**src/rtl/lutram_fifo_pkg.sv**
```systemverilog
// Shared constants and helpers for the LUTRAM-backed request FIFO.
package lutram_fifo_pkg;

  // Byte granularity of LUTRAM write enables.
  localparam int unsigned BYTE_LEN_IN_BITS = 8;

  // Number of byte lanes in an entry of the given width.
  function automatic int unsigned entry_num_bytes(input int unsigned width_in_bits);
    return width_in_bits / BYTE_LEN_IN_BITS;
  endfunction

endpackage

```
**src/rtl/dual_port_lutram.sv**
```systemverilog
// Simple dual-port distributed RAM: one byte-masked write port and one
// registered read port. The array itself is never reset.
module dual_port_lutram
  import lutram_fifo_pkg::*;
#(
  parameter int unsigned SINGLE_ENTRY_WIDTH_IN_BITS = 64,
  parameter int unsigned NUM_SET                    = 64,
  parameter int unsigned SET_PTR_WIDTH_IN_BITS      = $clog2(NUM_SET),
  parameter string       CONFIG_MODE                = "ReadFirst",
  parameter string       WITH_VALID_REG_ARRAY       = "Yes"
) (
  input  logic                                                 reset_in,
  input  logic                                                 clk_in,

  input  logic                                                 read_en_in,
  input  logic [SET_PTR_WIDTH_IN_BITS-1:0]                     read_set_addr_in,
  output logic [SINGLE_ENTRY_WIDTH_IN_BITS-1:0]                read_entry_out,

  input  logic                                                 access_en_in,
  input  logic [SINGLE_ENTRY_WIDTH_IN_BITS/BYTE_LEN_IN_BITS-1:0] write_en_in,
  input  logic [SET_PTR_WIDTH_IN_BITS-1:0]                     write_set_addr_in,
  input  logic [SINGLE_ENTRY_WIDTH_IN_BITS-1:0]                write_entry_in
);

  localparam int unsigned NUM_BYTES   = entry_num_bytes(SINGLE_ENTRY_WIDTH_IN_BITS);
  localparam bit          WRITE_FIRST = (CONFIG_MODE == "WriteFirst");
  localparam bit          VALID_ARRAY = (WITH_VALID_REG_ARRAY == "Yes");

  logic [SINGLE_ENTRY_WIDTH_IN_BITS-1:0] mem [NUM_SET];
  logic [SINGLE_ENTRY_WIDTH_IN_BITS-1:0] write_merged;
  logic [SINGLE_ENTRY_WIDTH_IN_BITS-1:0] read_next;
  logic [SINGLE_ENTRY_WIDTH_IN_BITS-1:0] read_entry_q;
  logic [NUM_SET-1:0]                    valid_q;

  // Merge the enabled byte lanes of the incoming word over the stored word.
  always_comb begin
    write_merged = mem[write_set_addr_in];
    for (int unsigned b = 0; b < NUM_BYTES; b++) begin
      if (write_en_in[b]) begin
        write_merged[b*BYTE_LEN_IN_BITS +: BYTE_LEN_IN_BITS] =
          write_entry_in[b*BYTE_LEN_IN_BITS +: BYTE_LEN_IN_BITS];
      end
    end
  end

  // Storage array write; deliberately unreset so it maps onto LUT RAM.
  always_ff @(posedge clk_in) begin
    if (access_en_in) begin
      mem[write_set_addr_in] <= write_merged;
    end
  end

  if (VALID_ARRAY) begin : g_valid_array
    // Per-set written flag, cleared on reset, so never-written sets read as zero.
    always_ff @(posedge clk_in or posedge reset_in) begin
      if (reset_in) begin
        valid_q <= '0;
      end else if (access_en_in) begin
        valid_q[write_set_addr_in] <= 1'b1;
      end
    end
  end else begin : g_no_valid_array
    assign valid_q = '1;
  end

  // Select read data: old contents (ReadFirst) or same-cycle write forwarding (WriteFirst).
  always_comb begin
    read_next = mem[read_set_addr_in];
    if (WRITE_FIRST && access_en_in && (write_set_addr_in == read_set_addr_in)) begin
      read_next = write_merged;
    end
    if (VALID_ARRAY && !valid_q[read_set_addr_in]) begin
      read_next = '0;
    end
  end

  // Registered read port.
  always_ff @(posedge clk_in or posedge reset_in) begin
    if (reset_in) begin
      read_entry_q <= '0;
    end else if (read_en_in) begin
      read_entry_q <= read_next;
    end
  end

  assign read_entry_out = read_entry_q;

endmodule

```
**src/rtl/lutram_fifo.sv**
```systemverilog
// Synchronous request FIFO using dual_port_lutram as storage. The consumer
// sees a registered valid/data pair; one push and one pop per cycle.
module lutram_fifo
  import lutram_fifo_pkg::*;
#(
  parameter int unsigned SINGLE_ENTRY_WIDTH_IN_BITS = 64,
  parameter int unsigned NUM_ENTRY                  = 16,
  parameter int unsigned PTR_WIDTH_IN_BITS          = $clog2(NUM_ENTRY),
  parameter int unsigned COUNT_WIDTH_IN_BITS        = $clog2(NUM_ENTRY) + 1
) (
  input  logic                                  reset_in,
  input  logic                                  clk_in,

  input  logic                                  request_valid_in,
  input  logic [SINGLE_ENTRY_WIDTH_IN_BITS-1:0] request_in,
  output logic                                  issue_ack_out,

  output logic                                  request_valid_out,
  output logic [SINGLE_ENTRY_WIDTH_IN_BITS-1:0] request_out,
  input  logic                                  issue_ack_in,

  output logic                                  fifo_full_out,
  output logic                                  fifo_empty_out,
  output logic [COUNT_WIDTH_IN_BITS-1:0]        count_out
);

  localparam int unsigned NUM_BYTES = entry_num_bytes(SINGLE_ENTRY_WIDTH_IN_BITS);

  logic [PTR_WIDTH_IN_BITS-1:0]          head_q;
  logic [PTR_WIDTH_IN_BITS-1:0]          tail_q;
  logic [PTR_WIDTH_IN_BITS-1:0]          read_addr;
  logic [COUNT_WIDTH_IN_BITS-1:0]        count_q;
  logic                                  valid_q;
  logic                                  push;
  logic                                  pop;
  logic [SINGLE_ENTRY_WIDTH_IN_BITS-1:0] read_entry;

  assign fifo_full_out  = (count_q == COUNT_WIDTH_IN_BITS'(NUM_ENTRY));
  assign fifo_empty_out = (count_q == '0);
  assign count_out      = count_q;
  assign issue_ack_out  = !fifo_full_out;

  assign push = request_valid_in & issue_ack_out;
  assign pop  = valid_q & issue_ack_in;

  // Look one entry ahead on a pop so the next head is already registered
  // next cycle; pointer width makes the increment wrap modulo NUM_ENTRY.
  assign read_addr = pop ? (head_q + PTR_WIDTH_IN_BITS'(1)) : head_q;

  // Pointer, occupancy and presented-valid state. The valid term ignores this
  // cycle's push so a read never targets a slot being written in the same cycle.
  always_ff @(posedge clk_in or posedge reset_in) begin
    if (reset_in) begin
      head_q  <= '0;
      tail_q  <= '0;
      count_q <= '0;
      valid_q <= 1'b0;
    end else begin
      if (push) begin
        tail_q <= tail_q + PTR_WIDTH_IN_BITS'(1);
      end
      if (pop) begin
        head_q <= head_q + PTR_WIDTH_IN_BITS'(1);
      end
      count_q <= count_q + COUNT_WIDTH_IN_BITS'(push) - COUNT_WIDTH_IN_BITS'(pop);
      valid_q <= (count_q - COUNT_WIDTH_IN_BITS'(pop)) != '0;
    end
  end

  dual_port_lutram #(
    .SINGLE_ENTRY_WIDTH_IN_BITS (SINGLE_ENTRY_WIDTH_IN_BITS),
    .NUM_SET                    (NUM_ENTRY),
    .SET_PTR_WIDTH_IN_BITS      (PTR_WIDTH_IN_BITS),
    .CONFIG_MODE                ("ReadFirst"),
    .WITH_VALID_REG_ARRAY       ("No")
  ) u_storage (
    .reset_in          (reset_in),
    .clk_in            (clk_in),
    .read_en_in        (1'b1),
    .read_set_addr_in  (read_addr),
    .read_entry_out    (read_entry),
    .access_en_in      (push),
    .write_en_in       ({NUM_BYTES{1'b1}}),
    .write_set_addr_in (tail_q),
    .write_entry_in    (request_in)
  );

  assign request_valid_out = valid_q;
  assign request_out       = valid_q ? read_entry : '0;

endmodule

```
**config.mk**
```make
export PLATFORM = sky130hd
export DESIGN_NAME = lutram_fifo
export DESIGN_NICKNAME = d
export VERILOG_FILES = /design/src/rtl/lutram_fifo_pkg.sv /design/src/rtl/dual_port_lutram.sv /design/src/rtl/lutram_fifo.sv
export SDC_FILE = /design/constraint.sdc
export NUM_CORES = 1
export LEC_CHECK = 0
export BUFFER_PORTS_ARGS = -buffer_cell sky130_fd_sc_hd__buf_2
export CORE_MARGIN = 5
export CORE_UTILIZATION = 60
export CTS_CLUSTER_SIZE = 8
export DETAILED_ROUTE_END_ITERATION = 8
export PLACE_DENSITY = 0.85
export SYNTH_ARGS = -nofsm -noshare
export SYNTH_HDL_FRONTEND = slang
export SYNTH_SLANG_ARGS = --single-unit
```
**constraint.sdc**
```tcl
create_clock -name clk_in -period 10.6 [get_ports clk_in]
set_clock_uncertainty 0.1 [all_clocks]
set_input_delay 0.53 -clock clk_in [delete_from_list [all_inputs] [get_ports clk_in]]
set_output_delay 0.53 -clock clk_in [all_outputs]
set_load 0.005 [all_outputs]
```
==> qor.csv <==
stage;metric;value;unit
clock_network;clock root buffer;clkbuf_16;
floorplan;I/O pin count;141;
final_layout;fraction of layout cells with a size suffix above 1;29.1;%
placement;Port Buffer Count;140;
worst_setup_path;R2R cell count;9;
timing;max_slew headroom;7.92;%
route;Post-Route WL;109000;um
worst_setup_path;worst r2r src;request_valid_out;
timing;unrepaired setup endpoints after global routing;false;
pwr;pwr/cell area;312;mW/mm2
min_path;Worst Hold Depth;1;
clock_network;Worst-path clk slew;0.05;ns
final_layout;FILL cells;3645;
floorplan;Die H;272;um
pwr;leakage power;15.8;nW
worst_setup_path;slowest CP cell;buf_4;
synth;ranking of synthesized cells by area;edfxtp_1 75%, mux4_2 14%, dfrtp_1 4.7%;
floorplan;chip width;272;um
route;DRT antenna net count;0;
grt;first-pass GRT wire length;157000;um
synth;Yosys top cell area share;74.8;%
clock_network;clock tree from TritonCTS;built;
worst_setup_path;Crit. End Element;register;
grt;total track usage;29.9;%
synth;Post-synth EDFFs;1024;
synth;yosys warns;0;
route;Via density;7.09;
final_layout;fin cells;3055;
placement;cell total after placement;2768;
clock_network;Clock Latency Late Sink;0.75;ns
synth;Synth area leader;edfxtp_1;
grt;Overflow after GRT;0;
grt;pin count of the biggest net entering global routing;142;
route;Starting DRT DRC Count;3514;
worst_setup_path;R2R setup slack;5.71;ns
timing;Hold WS;0.0493;ns
timing;max-slew violation count;0;
worst_setup_path;Critical Path AT;5.39;ns
clock_network;clk buf depth;3;
timing;# setup viols final;0;
route;Initial DRT Pass Iterations;5;
timing;Worst-Margin Slew;1.37;ns
placement;DP Wirelength;45900;um
synth;Seq/Total Area, Yosys;79.6;%
min_path;Hold Path Class;input pin to register;
synth;Syn Inst Count;1802;
floorplan;Core Area;0.0682;mm2
route;number of vias in the routed layout;21700;
final_layout;fin util;69.7;%
grt;initial antenna violation count;17;
synth;most frequent cell after synthesis;edfxtp_1;
clock_network;CTS buffer count;155;
min_path;WHS Endpoint;u_storage.mem[10][25];
final_layout;Total Nets Final;2127;
placement;Final GP Congestion;0.750;
synth;post-synthesis instance area;0.0411;mm2
worst_setup_path;crit path max fanout;128;
grt;vias in the first global route;22400;
timing;final worst path period share;46.1;%
worst_setup_path;Slowest Stage Delay on Critical Path;0.92;ns
floorplan;initial core utilization;60.2;%
worst_setup_path;crit path cell chain;buf_4, nand2_1, inv_2, xnor2_4, buf_12, buf_4, mux4_2, a22oi_1, nand2_1;
timing;final hold violation count;0;
min_path;Hold Startpoint;request_in[25];
worst_setup_path;Startpoint Class;register;
synth;list of most frequent post-synthesis cells;1024 x edfxtp_1, 256 x mux4_2, 128 x a22oi_1;
synth;Net Count, Synth;1885;
pwr;VDD IR max;0.354;mV
synth;asr flop ratio synth;7.08;%
synth;count of cell types in the netlist;31;
clock_network;H-tree Lvls;4;
run;max-cap violations;0;
synth;synthesized flop and latch total;1102;
worst_setup_path;CP Data Required Time;11.10;ns
clock_network;clock sink count;1102;
route;drc violations;0;
route;drt wl/cell;35.7;um
final_layout;Syn-to-layout area delta;15.7;%
synth;syn avg cell area;22.8;um2
status;status;complete, no violations;
worst_setup_path;critical path class;register to register;
final_layout;footprint of the multi-input gates;0.00807;mm2
worst_setup_path;R2R Path End;u_storage.read_entry_out[31];
synth;Synth Flop Type;edfxtp_1;
timing;Setup TNS;0;ns
timing;Min Clock Period, post-route;4.89;ns
final_layout;register area;0.0327;mm2
floorplan;Core Rows;96;
timing;Max Freq;205;MHz
floorplan;Die ar.;0.0738;mm2
[critical path: cells and delay by family (launching register included)]
| family | cells | cell delay [ns] |
|---|---|---|
| buffers and inverters | 4 | 2.58 |
| muxes | 1 | 0.65 |
| and+or+nand+nor | 2 | 0.46 |
| DFF | 1 | 0.33 |
| AOI/OAI and AO/OA | 1 | 0.31 |
| xor gates and xnor gates | 1 | 0.14 |
[cell families (layout without fill, tap and decap cells)]
logic type                 after synthesis  in the layout  share of synthesized area, %
other                                    0             12                             0
muxes                                  257            257                          14.1
DFF                                   1102           1102                          79.6
and+or+nand+nor                        172            172                          2.04
xor gates and xnor gates                10             10                         0.231
adders and majority gates               15             15                         0.475
AOI/OAI and AO/OA                      137            137                          2.47
buffers and inverters                  109            468                          1.16
[sequential cells by signal, indices dropped and copies added (netlist names)]
signal and flops:
count_out 5, head_q 4, request_valid_out 1, tail_q 4, u_storage.mem 1024, u_storage.read_entry_out 64
[layer usage]
layer  global-route usage [%]  wire (um)  up-vias
met3                     7.66      12700      321
met5                        0         41        -
met2                     49.3      55800     2002
met1                     39.4      36900    11300
met4                     10.5       3750        8
li1                         -          -     8060
[power by group]
part / internal, mW / switching, mW
clock network: 2.78 / 1.91
logic: 1.95 / 2.62
registers: 5.36 / 0.224
[how the worst max path moves through the flow]
stage,endpoint,from
2_1_floorplan,u_storage.mem[3][0],count_out[2]
3_3_place_gp,u_storage.read_entry_out[37],request_valid_out
3_5_place_dp,u_storage.read_entry_out[34],request_valid_out
4_1_cts,u_storage.read_entry_out[39],request_valid_out
5_1_grt,u_storage.read_entry_out[31],request_valid_out
6_report,u_storage.read_entry_out[31],request_valid_out
[area by class of cell]
type / count / area share [%]
Sequential cell: 1102 / 68.8
Multi-Input combinational cell: 591 / 17.0
Clock buffer: 260 / 9.05
Tap cell: 882 / 2.32
Timing Repair Buffer: 178 / 2.13
Clock inverter: 14 / 0.581
Inverter: 16 / 0.132
Antenna cell: 12 / 0.0631
[stage by stage]
stage / worst slack, ns / power (mW) / cell area, um2
after floorplan: 4.16 / 8.68 / 41100
after global placement: 6.06 / 9.79 / 42900
after detailed placement: 5.85 / 9.98 / 42900
after CTS: 5.74 / 14.9 / 47500
after global routing: 5.28 / 15.4 / 47600
final: 5.71 / 14.8 / 47600
[cells in the final DEF (no fill, tap or decap), types with 12 or more instances in the layout]
cell type and instances:
clkbuf_1 103, diode_2 12, buf_4 35, nand2_1 73, edfxtp_1 1024, dfrtp_1 77, and2_1 65, nor2_4 12
ha_1 14, clkbuf_16 156, a22oi_1 128, inv_1 14, mux4_2 256, buf_2 140
[repair_timing]
item	4_1_cts	5_1_grt
hold endpoints to repair	24	0
gates resized for setup	0	0
hold buffers	1	0
setup buffers	0	0
Note: power is estimated with default switching activity, not from simulation.
